--- src/rtl/mips_pkg.sv ---
// Shared MIPS pipeline definitions: datapath widths, ALU op encodings and
// the decoded control bundle used by decode, id_ex_register and ex_mem_register.
package mips_pkg;

  localparam int DATA_W     = 32;
  localparam int REG_ADDR_W = 5;
  localparam int ALU_OP_W   = 4;
  localparam int SHAMT_W    = 5;

  // ALU operation encodings produced by the control decoder.
  typedef enum logic [ALU_OP_W-1:0] {
    ALU_ADD  = 4'h0,
    ALU_SUB  = 4'h1,
    ALU_AND  = 4'h2,
    ALU_OR   = 4'h3,
    ALU_XOR  = 4'h4,
    ALU_NOR  = 4'h5,
    ALU_SLT  = 4'h6,
    ALU_SLTU = 4'h7,
    ALU_SLL  = 4'h8,
    ALU_SRL  = 4'h9,
    ALU_SRA  = 4'hA,
    ALU_LUI  = 4'hB
  } alu_op_e;

  // Single-bit decoded control fields.
  typedef struct packed {
    logic reg_write;
    logic mem_read;
    logic mem_write;
    logic mem_to_reg;
    logic alu_src;
    logic reg_dst;
  } ctrl_bits_t;

  // Full control bundle as it travels down the pipe.
  typedef struct packed {
    ctrl_bits_t bits;
    alu_op_e    alu_op;
  } ctrl_t;

  localparam ctrl_bits_t CTRL_NOP = '0;

  // Strip every control bit that changes architectural state (register file
  // or memory), leaving the pure datapath-steering bits intact.
  function automatic ctrl_bits_t squash_side_effects(input ctrl_bits_t c);
    ctrl_bits_t r;
    r           = c;
    r.reg_write = 1'b0;
    r.mem_read  = 1'b0;
    r.mem_write = 1'b0;
    return r;
  endfunction

endpackage

--- src/rtl/hazard_detect.sv ---
// Combinational load-use compare: an in-flight load whose destination matches
// either source of the instruction behind it. Also reused for branch-in-ID.
module hazard_detect
  import mips_pkg::*;
#(
  parameter int ADDR_W = REG_ADDR_W
) (
  input  logic              valid,
  input  logic              mem_read,
  input  logic [ADDR_W-1:0] load_rt,
  input  logic [ADDR_W-1:0] src_a,
  input  logic [ADDR_W-1:0] src_b,
  output logic              hazard
);

  logic dst_live;
  logic src_match;

  // $zero never carries a dependency, so a load targeting it is ignored.
  always_comb begin
    dst_live  = valid && mem_read && (load_rt != '0);
    src_match = (load_rt == src_a) || (load_rt == src_b);
    hazard    = dst_live && src_match;
  end

endmodule

--- src/rtl/id_ex_register.sv ---
// ID/EX pipeline register with stall/flush, load-use hazard detect and a
// saturating bubble counter for performance debug.
module id_ex_register
  import mips_pkg::*;
#(
  parameter int DATA_WIDTH     = DATA_W,
  parameter int REG_ADDR_WIDTH = REG_ADDR_W,
  parameter int ALU_OP_WIDTH   = ALU_OP_W,
  parameter int CNT_WIDTH      = 16
) (
  input  logic                      clk,
  input  logic                      rst,
  input  logic                      stall,
  input  logic                      flush,
  input  logic                      id_valid,
  input  logic [DATA_WIDTH-1:0]     id_pc_plus4,
  input  logic [DATA_WIDTH-1:0]     id_rs_data,
  input  logic [DATA_WIDTH-1:0]     id_rt_data,
  input  logic [DATA_WIDTH-1:0]     id_ext_imm,
  input  logic [REG_ADDR_WIDTH-1:0] id_rs,
  input  logic [REG_ADDR_WIDTH-1:0] id_rt,
  input  logic [REG_ADDR_WIDTH-1:0] id_rd,
  input  logic [4:0]                id_shamt,
  input  logic                      id_reg_write,
  input  logic                      id_mem_read,
  input  logic                      id_mem_write,
  input  logic                      id_mem_to_reg,
  input  logic                      id_alu_src,
  input  logic                      id_reg_dst,
  input  logic [ALU_OP_WIDTH-1:0]   id_alu_op,
  output logic                      ex_valid,
  output logic [DATA_WIDTH-1:0]     ex_pc_plus4,
  output logic [DATA_WIDTH-1:0]     ex_rs_data,
  output logic [DATA_WIDTH-1:0]     ex_rt_data,
  output logic [DATA_WIDTH-1:0]     ex_ext_imm,
  output logic [REG_ADDR_WIDTH-1:0] ex_rs,
  output logic [REG_ADDR_WIDTH-1:0] ex_rt,
  output logic [REG_ADDR_WIDTH-1:0] ex_rd,
  output logic [4:0]                ex_shamt,
  output logic                      ex_reg_write,
  output logic                      ex_mem_read,
  output logic                      ex_mem_write,
  output logic                      ex_mem_to_reg,
  output logic                      ex_alu_src,
  output logic                      ex_reg_dst,
  output logic [ALU_OP_WIDTH-1:0]   ex_alu_op,
  output logic                      load_use_hazard,
  output logic [CNT_WIDTH-1:0]      bubble_count
);

  logic                      valid_d,  valid_q;
  logic [DATA_WIDTH-1:0]     pc_d,     pc_q;
  logic [DATA_WIDTH-1:0]     rs_data_d, rs_data_q;
  logic [DATA_WIDTH-1:0]     rt_data_d, rt_data_q;
  logic [DATA_WIDTH-1:0]     imm_d,    imm_q;
  logic [REG_ADDR_WIDTH-1:0] rs_d,     rs_q;
  logic [REG_ADDR_WIDTH-1:0] rt_d,     rt_q;
  logic [REG_ADDR_WIDTH-1:0] rd_d,     rd_q;
  logic [4:0]                shamt_d,  shamt_q;
  ctrl_bits_t                ctrl_d,   ctrl_q;
  logic [ALU_OP_WIDTH-1:0]   alu_op_d, alu_op_q;
  logic [CNT_WIDTH-1:0]      cnt_d,    cnt_q;

  ctrl_bits_t id_ctrl;

  // Gather the decoded control bits; an invalid slot must not write anything.
  always_comb begin
    id_ctrl.reg_write  = id_reg_write;
    id_ctrl.mem_read   = id_mem_read;
    id_ctrl.mem_write  = id_mem_write;
    id_ctrl.mem_to_reg = id_mem_to_reg;
    id_ctrl.alu_src    = id_alu_src;
    id_ctrl.reg_dst    = id_reg_dst;
    if (!id_valid) id_ctrl = squash_side_effects(id_ctrl);
  end

  // Next-state selection: flush beats stall beats load.
  always_comb begin
    valid_d   = valid_q;
    pc_d      = pc_q;
    rs_data_d = rs_data_q;
    rt_data_d = rt_data_q;
    imm_d     = imm_q;
    rs_d      = rs_q;
    rt_d      = rt_q;
    rd_d      = rd_q;
    shamt_d   = shamt_q;
    ctrl_d    = ctrl_q;
    alu_op_d  = alu_op_q;
    cnt_d     = cnt_q;
    if (flush) begin
      valid_d   = 1'b0;
      pc_d      = '0;
      rs_data_d = '0;
      rt_data_d = '0;
      imm_d     = '0;
      rs_d      = '0;
      rt_d      = '0;
      rd_d      = '0;
      shamt_d   = '0;
      ctrl_d    = CTRL_NOP;
      alu_op_d  = '0;
      // Saturate rather than wrap so a long run never reads as "few bubbles".
      if (cnt_q != '1) cnt_d = cnt_q + CNT_WIDTH'(1);
    end else if (!stall) begin
      valid_d   = id_valid;
      pc_d      = id_pc_plus4;
      rs_data_d = id_rs_data;
      rt_data_d = id_rt_data;
      imm_d     = id_ext_imm;
      rs_d      = id_rs;
      rt_d      = id_rt;
      rd_d      = id_rd;
      shamt_d   = id_shamt;
      ctrl_d    = id_ctrl;
      alu_op_d  = id_alu_op;
    end
  end

  // Pipeline state; reset presents a bubble and clears the debug counter.
  always_ff @(posedge clk or posedge rst) begin
    if (rst) begin
      valid_q   <= 1'b0;
      pc_q      <= '0;
      rs_data_q <= '0;
      rt_data_q <= '0;
      imm_q     <= '0;
      rs_q      <= '0;
      rt_q      <= '0;
      rd_q      <= '0;
      shamt_q   <= '0;
      ctrl_q    <= CTRL_NOP;
      alu_op_q  <= '0;
      cnt_q     <= '0;
    end else begin
      valid_q   <= valid_d;
      pc_q      <= pc_d;
      rs_data_q <= rs_data_d;
      rt_data_q <= rt_data_d;
      imm_q     <= imm_d;
      rs_q      <= rs_d;
      rt_q      <= rt_d;
      rd_q      <= rd_d;
      shamt_q   <= shamt_d;
      ctrl_q    <= ctrl_d;
      alu_op_q  <= alu_op_d;
      cnt_q     <= cnt_d;
    end
  end

  // Outputs come straight from flops; no id_* input reaches ex_* in the same cycle.
  always_comb begin
    ex_valid      = valid_q;
    ex_pc_plus4   = pc_q;
    ex_rs_data    = rs_data_q;
    ex_rt_data    = rt_data_q;
    ex_ext_imm    = imm_q;
    ex_rs         = rs_q;
    ex_rt         = rt_q;
    ex_rd         = rd_q;
    ex_shamt      = shamt_q;
    ex_reg_write  = ctrl_q.reg_write;
    ex_mem_read   = ctrl_q.mem_read;
    ex_mem_write  = ctrl_q.mem_write;
    ex_mem_to_reg = ctrl_q.mem_to_reg;
    ex_alu_src    = ctrl_q.alu_src;
    ex_reg_dst    = ctrl_q.reg_dst;
    ex_alu_op     = alu_op_q;
    bubble_count  = cnt_q;
  end

  hazard_detect #(
    .ADDR_W (REG_ADDR_WIDTH)
  ) u_hazard (
    .valid    (valid_q),
    .mem_read (ctrl_q.mem_read),
    .load_rt  (rt_q),
    .src_a    (id_rs),
    .src_b    (id_rt),
    .hazard   (load_use_hazard)
  );

endmodule

--- config.mk ---
export PLATFORM = sky130hd
export DESIGN_NAME = id_ex_register
export DESIGN_NICKNAME = d
export VERILOG_FILES = /design/src/rtl/mips_pkg.sv /design/src/rtl/hazard_detect.sv /design/src/rtl/id_ex_register.sv
export SDC_FILE = /design/constraint.sdc
export NUM_CORES = 1
export LEC_CHECK = 0
export ABC_AREA = 1
export ABC_CLOCK_PERIOD_IN_PS = 7900
export BUFFER_PORTS_ARGS = -buffer_cell sky130_fd_sc_hd__clkbuf_2
export CELL_PAD_IN_SITES_DETAIL_PLACEMENT = 1
export CELL_PAD_IN_SITES_GLOBAL_PLACEMENT = 1
export CORE_MARGIN = 1
export CORE_UTILIZATION = 37
export CTS_BUF_LIST = sky130_fd_sc_hd__clkbuf_2
export DETAILED_ROUTE_END_ITERATION = 6
export PLACE_DENSITY = 0.88
export RECOVER_POWER = 25
export SKIP_CTS_REPAIR_TIMING = 1
export SYNTH_ARGS = -nofsm -noshare
export SYNTH_HDL_FRONTEND = slang
export SYNTH_HIERARCHICAL = 1
export SYNTH_SLANG_ARGS = --single-unit
--- constraint.sdc ---
create_clock -name clk -period 7.9 [get_ports clk]
set_input_delay 0.79 -clock clk [delete_from_list [all_inputs] [get_ports clk]]
set_output_delay 0.79 -clock clk [all_outputs]
set_load 0.005 [all_outputs]
After elaboration in Yosys (flattened, before gate mapping)
Index checks and enable logic that the tools add are counted.
{ "classes": {"n_eq_ne": 4, "n_addsub": 1, "n_reduce_logical": 6, "mux": 23} }
{ "ops": {"columns": ["operator", "count"], "rows": [
  ["$mux 32", 8],
  ["$mux 5", 8],
  ["$mux 6", 3],
  ["$add 16x1->16 const B", 1],
  ["$ne 16x16->1 const B", 1],
  ["$eq 5x5->1", 2],
  ["$mux 4", 2],
  ["$reduce_bool 5->1", 1],
  ["$logic_and 1x1->1", 3],
  ["$mux 1", 2],
  ["$ne 2x1->1 const B", 1],
  ["$reduce_and 2->1", 1],
  ["$logic_or 1x1->1", 1]
]} }
{ "word_totals": {"regBits": 175, "inputBits": 163, "elab_cells": 51, "output_inout_bits": 176} }

Logic depth before layout (Yosys ltp)
Gate-level depths: netlist of the first run.
{ "depth": {"depth_word": 3, "ltp_mapped": 9, "mapped_depth_nobuf": 9} }

Cells and area by module
The synthesis of the first run kept the hierarchy.
{ "by_module_without_submodules": {"columns": ["mod", "cells_per_inst", "n_inst", "seq_area_each_um2", "area_each_um2"], "rows": [
  ["id_ex_register", 838, 1, 4379.2, 7262.0],
  ["hazard_detect", 45, 1, 0.0, 202.7]
]} }

Worst setup path before layout of the first run
No wires, ideal clock.
{ "synth_path": {"path_kind": "input port to output port", "start": "input port id_rt[4]", "end": "output port load_use_hazard", "slack_ps": 5887, "path_buffers": 0, "arrival_time_ps": 1223, "required_ps": 7110, "path_stages": 6, "path_cell_list": "inv_1 > nand2_1 > nand2_2 > nor2_2 > nand3_1 > a21oi_2"} }
{ "synth_between": {"elab_chain_len": 3} }
{ "synth_rtl": {"columns": ["item", "line_no", "text"], "rows": [
  ["start: declaration", "id_ex_register.sv:21", "input logic [REG_ADDR_WIDTH-1:0] id_rt,"],
  ["$eq 5x5->1", "hazard_detect.sv:22", "src_match = (load_rt == src_a) || (load_rt == src_b);"],
  ["$logic_or 1x1->1", "hazard_detect.sv:22", null],
  ["$logic_and 1x1->1", "hazard_detect.sv:23", "hazard = dst_live && src_match;"],
  ["end: declaration", "id_ex_register.sv:47", "output logic load_use_hazard,"]
]} }
Every way passes these cells.

Worst setup path after layout of the first run
{ "layout_path": {"start": "input port stall", "end": "register imm_q[9] (netlist: ex_ext_imm[9])"} }
{ "layout_between": {"elab_chain_len": 1} }
{ "layout_rtl": {"columns": ["item", "line_no", "text"], "rows": [
  ["start: declaration", "id_ex_register.sv:13", "input logic stall,"],
  ["$ne 2x1->1 (no line)", null, null],
  ["end signal: assignment", "id_ex_register.sv:140", "imm_q <= imm_d;"],
  ["end: declaration", "id_ex_register.sv:55", "logic [DATA_WIDTH-1:0] imm_d, imm_q;"]
]} }
Every way passes these cells.
A chain may end at the register's enable or synchronous reset.

==> impl_metrics.csv, run 1 <==
group,metric,value,unit
routing,initialDrtViolationCount,298,
sta,fin_hold_ws,176,ps
layout,final_common_cell,"nand2_1",
die,io_pins,339,
sta,fmax,0.210,GHz
logic_synthesis,synth_cell_types,25,
logic_synthesis,synth_top_area_frac,0.587,
routing,drcViolationCount,0,
sta,setup_viol,0,
global_routing,grt_pass1_wl,38000,um
global_routing,grt_usage,0.238,
hold_path,hp-class,"in -> reg",
cts,cts_buffers,17,
cts,cts-root-buf,"clkbuf_2",
layout,finalNetCount,1356,
critical_path,crit_path_end_kind,"flop",
placed_design,io_buffers,338,
critical_path,cp_max_fo,97,
placed_design,dpl.hpwl,17200,um
layout,area_growth,27.2,%
sta,finalClockSkew,28.2,ps
die,core_area,0.0196,mm^2
routing,drt-total-wl,24100,um
power_and_ir_drop,p_leak,5.64,nW
routing,dr.pass1.iters,4,
sta,hold_viol,0,
sta,rsz0062_at_grt,"no",
placed_design,dp_cells,1438,
flow_run,drv_cap,2,
logic_synthesis,yosys_warnings,6,
status,violations,"capacitance limit, slew limit",
placed_design,routabilityCongestion,0.867,
logic_synthesis,syn_avg_cell_area,8.45,um^2
die,row_count,51,
sta,slew_violations,202,
die,initial_core_util,0.381,
global_routing,grt_pass1_vias,7422,
cts,tritoncts,"done",
sta,period_minus_slack,4770,ps
cts,clkLatencyLatePin,740,ps
layout,final_cell_mix,"nand2_1 (386), clkbuf_2 (354), dfrtp_1 (175)",
die,dieHeight,144,um
power_and_ir_drop,ir_drop,0.0000880,V
logic_synthesis,syn_area,0.00746,mm^2
logic_synthesis,yosysTopAreaCell,"dfrtp_1",
sta,worst_pin_slew,4700,ps
logic_synthesis,seq_area_frac_synth,0.587,
status,status,"complete, but fails checks",
placed_design,dp_slack,5010,ps
sta,setup_ws,3130,ps
critical_path,rr_worst_depth,9,
global_routing,overflow,0,
logic_synthesis,yosys-top-cells-area,"dfrtp_1 (59%), nand2_1 (19%), nand3_1 (12%)",
sta,post-route-period-util,0.604,
cts,htree_levels,4,
critical_path,arrival,5430,ps
routing,via_per_inst,4.89,
die,die_x,144,um
critical_path,crit_required,8560,ps
cts,clock-sinks,175,
hold_path,holdPathStages,3,
routing,via_count,7187,
cts,cts_max_path_buffers,2,
routing,wl_per_cell,16.4,um
layout,final_cells,1471,
global_routing,grt_max_degree,116,
logic_synthesis,ys_ff_latch,175,
sta,setup-tns-final,0,ps
layout,drive_gt1_frac,0.332,
routing,ant_nets,0,
cts,clk_pin_slew_worst_paths,300,ps
critical_path,worstSetupPathType,"in -> reg",
power_and_ir_drop,power_density,183,mW/mm^2
logic_synthesis,syn_nets,1047,
die,die_area,0.0207,mm^2
critical_path,cp-start-kind,"input pin",
logic_synthesis,syn_inst,883,
global_routing,antenna_found_initial,1,
sta,slew_headroom,-2.15,
## stage by stage
step,util,power [W],instance area (um^2)
after floorplan,-,0.00115,7460
after global placement,0.476,0.00130,9320
after detailed placement,0.476,0.00131,9320
after CTS,0.486,0.00177,9530
after global routing,0.485,0.00183,9490
final,0.485,0.00174,9490
## metal layers
layer  up-vias  part of all wire  GRT usage
li1       3420                 -          -
met1      3508              0.40      0.279
met2       224              0.52      0.421
met3        35             0.058     0.0556
met4         0             0.023     0.0918
met5         -                 0          0
## synth_stat cells
library cell and instances:
inv_4 1, nor2_2 7, nand3_1 173, nand2_2 9
ha_1 1, nor2_4 3, buf_4 1, inv_2 4
xnor2_1 4, o21ai_2 4, buf_2 19, nand3b_1 3
o21ai_1 1, o21ai_0 4, nand2_4 2, nand4_1 8
clkbuf_1 23, a21oi_2 1, nor2_1 19, nand2_1 383
inv_1 27, xor2_1 1, dfrtp_1 175, buf_1 9
buf_6 1
## where the power goes
group	total, W	switching (W)	internal [W]
registers	0.00102	0.0000591	0.000957
logic	0.000274	0.000162	0.000112
clock network	0.000446	0.000352	0.0000943
## final timing paths
path	to	slack, ps	startpoint
worst max-delay path	ex_ext_imm[9]	3130	stall
worst min-delay path	ex_ext_imm[1]	180	id_ext_imm[1]
worst max register to register	bubble_count[1]	5740	bubble_count[0]
worst min register to register	ex_ext_imm[13]	540	ex_ext_imm[13]
max in group asynchronous	ex_ext_imm[17]	3950	rst
min in group asynchronous	ex_alu_op[0]	1400	rst
## worst max-delay path: stages
cell      delay [ps]
clkbuf_1         290
clkbuf_1        3080
buf_4            950
nand3_1          160
nand2_1          120
## cell families (layout without fill, tap and decap cells)
kind of cell	Yosys count	in the layout	share of synthesized area
AOI/OAI and AO/OA	10	10	0.00922
and+or+nand+nor	607	607	0.349
buffers and inverters	85	407	0.0478
other	0	1	0
adders and majority gates	1	1	0.00168
xor gates and xnor gates	5	5	0.00587
DFF	175	175	0.587
## area by class of cell
cell class                      count  area, um^2
Fill cell                        2519       10100
Timing Repair Buffer              343        1740
Clock buffer                       17        85.1
Antenna cell                        1        2.50
Clock inverter                     15         129
Sequential cell                   175        4380
Tap cell                          265         332
Multi-Input combinational cell    623        2710
Inverter                           32         124
Note: power is estimated with default switching activity, not from simulation.
==> inputs of run 2 (changes only) <==
- ABC_AREA: 1 -> 0
- ABC_CLOCK_PERIOD_IN_PS: 7900 -> 5000
- CORE_UTILIZATION: 37 -> 36
- PLACE_DENSITY: 0.88 -> 0.82
- clock period: 7.9 -> 5 ns (I/O delays scaled with it)
==> run 2 against run 1 <==
Effect of this change: the flow now finishes without violations; register-to-register slack lost 2700 ps; flip-flop and latch count is the same; combinational power grew 110%; synthesized cell count shrank 30%; total power grew 71%; hold slack lost 110 ps; non-clock buffer count grew 147; first-iteration DRC count shrank 18%; worst setup slack lost 860 ps; largest cell class unchanged; routed wire length grew 12%.
==> impl_metrics.csv, run 2 <==
group,metric,value,unit
sta,finalClockSkew,32.8,ps
critical_path,cp-start-kind,"flop",
routing,ant_nets,0,
logic_synthesis,yosys.area_share.simple,0.121,
sta,rsz0062_at_grt,"no",
logic_synthesis,syn_avg_cell_area,11.9,um^2
logic_synthesis,yosys-top-cells-area,"dfrtp_1 (60%), mux2i_1 (22%), nor2_1 (8.6%)",
layout,drive_gt1_frac,0.346,
layout,final_area,0.0110,mm^2
die,core_area,0.0197,mm^2
critical_path,path_buf_inv,1,
die,dieHeight,144,um
layout,finalNetCount,1250,
logic_synthesis,synth-compound-area-share,0.0127,
sta,fmax,0.366,GHz
logic_synthesis,yosysTopAreaCell,"dfrtp_1",
layout,final_common_cell,"clkbuf_2",
placed_design,routabilityCongestion,0.757,
logic_synthesis,synth_edf_count,0,
layout,final_cells,1366,
hold_path,hp-class,"in -> async",
logic_synthesis,yosys_warnings,6,
critical_path,arrival,2230,ps
placed_design,io_buffers,338,
layout,register_area,0.00438,mm^2
routing,initialDrtViolationCount,245,
cts,htree_levels,4,
sta,worst_pin_slew,942,ps
logic_synthesis,synthMuxAreaShare,0.218,
cts,clk_pin_slew_worst_paths,290,ps
logic_synthesis,synth_cell_types,35,
routing,drt-total-wl,27100,um
critical_path,cp_cell_sequence,"xor2_1 > nor3_1 > nand3_1 > a21oi_1 > clkbuf_2",
cts,tritoncts,"done",
cts,cts-root-buf,"clkbuf_2",
logic_synthesis,synth_top_area_frac,0.600,
placed_design,dpl.hpwl,15200,um
sta,slew_violations,0,
layout,multi_input_area,0.00274,mm^2
layout,fill_cells,2160,
logic_synthesis,syn_nets,778,
die,row_count,51,
global_routing,grt_max_degree,176,
cts,clock-sinks,175,
sta,hold_viol,0,
die,die_area,0.0208,mm^2
critical_path,critPathSlowestCell,"dfrtp_1",
critical_path,max_stage_delay,500,ps
placed_design,dp_cells,1183,
power_and_ir_drop,ir_drop,0.000139,V
layout,final_cell_mix,"clkbuf_2 (353), dfrtp_1 (175), nor2_1 (167)",
cts,clkLatencyLatePin,690,ps
routing,via_count,6626,
logic_synthesis,synth-main-ff-cell,"dfrtp_1",
power_and_ir_drop,power_density,270,mW/mm^2
status,status,"complete, no violations",
placed_design,placed_area,0.00922,mm^2
critical_path,critPathTopFamily,"flip-flops",
routing,dr.pass1.iters,6,
cts,cts_max_path_buffers,2,
global_routing,antenna_found_initial,1,
sta,slew_headroom,0.372,
sta,setup_viol,0,
sta,period_minus_slack,2730,ps
routing,drcViolationCount,0,
global_routing,grt_pass1_wl,31900,um
die,initial_core_util,0.371,
global_routing,grt_pass1_vias,6071,
critical_path,r2r-start,"bubble_count[0]",
routing,via_per_inst,4.85,
logic_synthesis,yosys.area_share.adder,0.00171,
critical_path,crit_path_end_kind,"output pin",
logic_synthesis,syn_inst,614,
die,die_x,144,um
logic_synthesis,ys_ff_latch,175,
logic_synthesis,synth_top_family_by_area,"multiplexers",
logic_synthesis,seq_area_frac_synth,0.600,
logic_synthesis,synthArstFlopShare,1.00,
sta,post-route-period-util,0.546,
logic_synthesis,synth_xor_area_frac,0.0216,
critical_path,setup.worst_path.start,"ex_rt[2]",
logic_synthesis,syn_area,0.00730,mm^2
critical_path,crit_required,4500,ps
layout,area_growth,50.1,%
cts,cts_buffers,17,
die,io_pins,339,
power_and_ir_drop,p_leak,6.01,nW
logic_synthesis,synth_top_cells_by_count,"dfrtp_1 (175), nor2_1 (167), mux2i_1 (157)",
sta,setup-tns-final,0,ps
flow_run,drv_cap,0,
global_routing,overflow,0,
logic_synthesis,yosysMostFrequentCell,"dfrtp_1",
global_routing,grt_usage,0.202,
critical_path,cp_max_fo,5,
routing,wl_per_cell,19.8,um
critical_path,worstSetupPathType,"reg -> out",
run 2: changes by cell type in the layout (fill, tap and decap cells not counted), moves of 5 or more:
cell	delta
nand2_1	-379
nand3_1	-164
mux2i_1	+157
dlygate4sd3_1	+149
nor2_1	+146
inv_1	-23
xor2_1	+9
nand2_2	-8
a21oi_1	+7
nand4_1	-6
nor3_1	+6
nor2_2	-5
run 2: layout make-up:
type                    count  area share
clock inverters            14      0.0139
well taps                 265      0.0303
inverters                   4     0.00148
multi-input cells         398       0.250
repair buffers            490       0.296
flip-flops and latches    175       0.400
clock buffers              18     0.00822
diodes                      2    0.000457
run 2: logic make-up after synthesis:
family / Yosys count
muxes: 159
buffers and inverters: 41
AOI/OAI and AO/OA: 13
adders and majority gates: 1
DFF: 175
xor gates and xnor gates: 18
and+or+nand+nor: 207
run 2: routing by layer:
metal | part of all wire | up-vias | wire (um) | global-route usage
met5 | 0 | - | 0 | 0
met4 | 0.036 | 0 | 985 | 0.0759
met3 | 0.074 | 73 | 2020 | 0.0748
met2 | 0.52 | 297 | 14100 | 0.359
met1 | 0.37 | 3251 | 9990 | 0.216
li1 | - | 3005 | - | -
run 2: final timing paths:
path	cells after the start	slack, ps	to
max	5	2270	load_use_hazard
min	3	60	ex_ext_imm[17]
max reg2reg	5	3020	bubble_count[1]
min reg2reg	2	560	ex_rt_data[6]
max in group asynchronous	3	4200	ex_rs_data[23]
min in group clk	3	70	ex_ext_imm[19]
run 2: per-stage QoR:
step                      hold WS [ps]  power [W]  setup slack (ps)   util
after global placement             497    0.00208              2550  0.469
after floorplan                    500    0.00186              2260      -
after CTS                         -126    0.00288              2160  0.481
final                             64.0    0.00296              2270  0.557
after detailed placement           513    0.00211              2500  0.469
after global routing             -33.9    0.00312              2040  0.557
run 2: report_power, final:
group	internal, W	switching [W]	total, W
logic	0.000299	0.000289	0.000588
clock network	0.000239	0.000522	0.000760
registers	0.00152	0.0000983	0.00161
run 2: tightest hold or removal path: cells and delay by family:
family / cells / cell delay (ps)
buf+inv: 3 / 880
==> inputs of run 3 (changes only) <==
- ABC_AREA: 0 -> 1
- ABC_CLOCK_PERIOD_IN_PS: 5000 -> 2750
- CORE_UTILIZATION: 36 -> 34
- PLACE_DENSITY: 0.82 -> 0.81
- clock period: 5 -> 2.75 ns (I/O delays scaled with it)
==> run 3 against run 2 <==
Effect of this change: the flow now finishes with violations (capacitance limit, slew limit); register-to-register slack worse by 2100 ps; sequential share of layout area decreased by 2.5 points; die area increased by 8.2%; routed wire length grew 18%; flip-flop and latch count did not move; sequential power is 81% higher; clock power up 93%; hold slack improved by 3.2 ps; critical path depth is 1 higher; worst setup slack got worse by 2000 ps; clock-buffer cell count down 1; combinational power up 84%; largest cell class unchanged.
==> impl_metrics.csv, run 3 (synthesis gave the netlist of run 1 again) <==
group,metric,value,unit
layout,final_common_cell,"nand2_1",
cts,clock-sinks,175,
power_and_ir_drop,power_density,468,mW/mm^2
global_routing,grt_pass1_vias,7421,
power_and_ir_drop,p_leak,6.64,nW
cts,htree_levels,4,
layout,final_cell_mix,"nand2_1 (383), clkbuf_2 (353), dlygate4sd3_1 (207)",
cts,tritoncts,"done",
global_routing,grt_usage,0.216,
die,die_area,0.0226,mm^2
routing,initialDrtViolationCount,425,
layout,multi_input_area,0.00273,mm^2
critical_path,cp_common_cell,"clkbuf_1",
placed_design,dpl.hpwl,17000,um
global_routing,antenna_found_initial,4,
die,row_count,53,
layout,drive_gt1_frac,0.286,
status,violations,"capacitance limit, slew limit",
sta,setup-tns-final,0,ps
sta,finalClockSkew,53.8,ps
critical_path,cp_max_fo,39,
critical_path,arrival,3170,ps
layout,area_growth,56.5,%
sta,worst_pin_slew,1580,ps
cts,clk_pin_slew_worst_paths,300,ps
critical_path,critPathSlowestCell,"clkbuf_1",
global_routing,overflow,0,
global_routing,grt_max_degree,160,
routing,drt-total-wl,31900,um
critical_path,path_buf_inv,4,
routing,via_per_inst,4.96,
sta,slew_headroom,-0.0564,
placed_design,routabilityCongestion,0.761,
die,die_x,150,um
die,initial_core_util,0.351,
die,io_pins,339,
critical_path,cp_cell_sequence,"dlygate4sd3_1 > clkbuf_1 > inv_4 > clkbuf_1 > nand3_1 > nand2_1",
critical_path,critPathTopFamily,"buffers and inverters",
sta,period_minus_slack,2470,ps
cts,cts_max_path_buffers,2,
hold_path,hp-class,"in -> reg",
routing,dr.pass1.iters,5,
routing,wl_per_cell,18.8,um
routing,drcViolationCount,0,
layout,utilization,0.549,
placed_design,io_buffers,338,
routing,ant_nets,0,
critical_path,crit_path_end_kind,"flop",
critical_path,crit_required,3450,ps
sta,setup_viol,0,
flow_run,drv_cap,1,
critical_path,max_stage_delay,1200,ps
cts,clkLatencyLatePin,740,ps
cts,cts_buffers,17,
sta,fmax,0.404,GHz
critical_path,cp-start-kind,"input pin",
die,core_area,0.0213,mm^2
die,dieHeight,150,um
sta,rsz0062_at_grt,"no",
layout,register_area,0.00438,mm^2
sta,post-route-period-util,0.899,
layout,final_cells,1693,
layout,fill_cells,2571,
layout,finalNetCount,1564,
global_routing,grt_pass1_wl,37900,um
routing,via_count,8389,
cts,cts-root-buf,"clkbuf_2",
power_and_ir_drop,ir_drop,0.000253,V
placed_design,dp_cells,1449,
status,status,"complete, but fails checks",
sta,hold_viol,0,
sta,slew_violations,36,
critical_path,worstSetupPathType,"in -> reg",
## run 3: final timing paths
| path | slack (ps) | depth (start not counted) | startpoint | to |
|---|---|---|---|---|
| worst max-delay path | 280 | 6 | flush | ex_reg_write |
| worst min-delay path | 70 | 3 | stall | ex_rt_data[12] |
| worst max register to register | 890 | 8 | bubble_count[0] | bubble_count[11] |
| worst min register to register | 540 | 2 | ex_rs_data[7] | ex_rs_data[7] |
| max in group asynchronous | 530 | 5 | rst | ex_rs_data[27] |
| min in group asynchronous | 560 | 4 | rst | ex_pc_plus4[16] |
## run 3: worst register-to-register path, delay by kind of cell (launching register included)
family                   cells  cell delay, ps
AO/OA/AOI/OAI                1              80
adder cells (fa/ha/maj)      1             310
buffers and inverters        1             120
flip-flops                   1             530
AND/OR/NAND/NOR              5             820
## run 3: metrics by stage
step / hold slack, ps / cell area (um^2) / setup slack (ps) / total power (W)
floorplan: 385 / 7470 / 236 / 0.00331
global placement: 247 / 9390 / 995 / 0.00374
detailed placement: 247 / 9390 / 923 / 0.00377
CTS: -690 / 9640 / 453 / 0.00524
global route: -12.9 / 11700 / 188 / 0.00574
finish: 67.1 / 11700 / 277 / 0.00547
## run 3: layout make-up
cell class                      count  share of cell area
Inverter                           32              0.0106
Tap cell                          275              0.0295
Clock buffer                       17             0.00728
Sequential cell                   175               0.375
Antenna cell                        5             0.00107
Timing Repair Buffer              551               0.329
Clock inverter                     15              0.0142
Multi-Input combinational cell    623               0.233
## run 3: per-layer routing
metal / GRT usage / wire, um / vias up
li1: - / - / 3830
met3: 0.0685 / 1620 / 93
met4: 0.0697 / 1330 / 0
met1: 0.254 / 12000 / 4134
met5: 0 / 0 / -
met2: 0.371 / 17000 / 332
## run 3: power breakdown
part | switching [W] | total [W] | internal [W]
sequential | 0.000169 | 0.00292 | 0.00275
clock | 0.00108 | 0.00147 | 0.000382
combinational | 0.000564 | 0.00108 | 0.000521
total | 0.00182 | 0.00547 | 0.00365
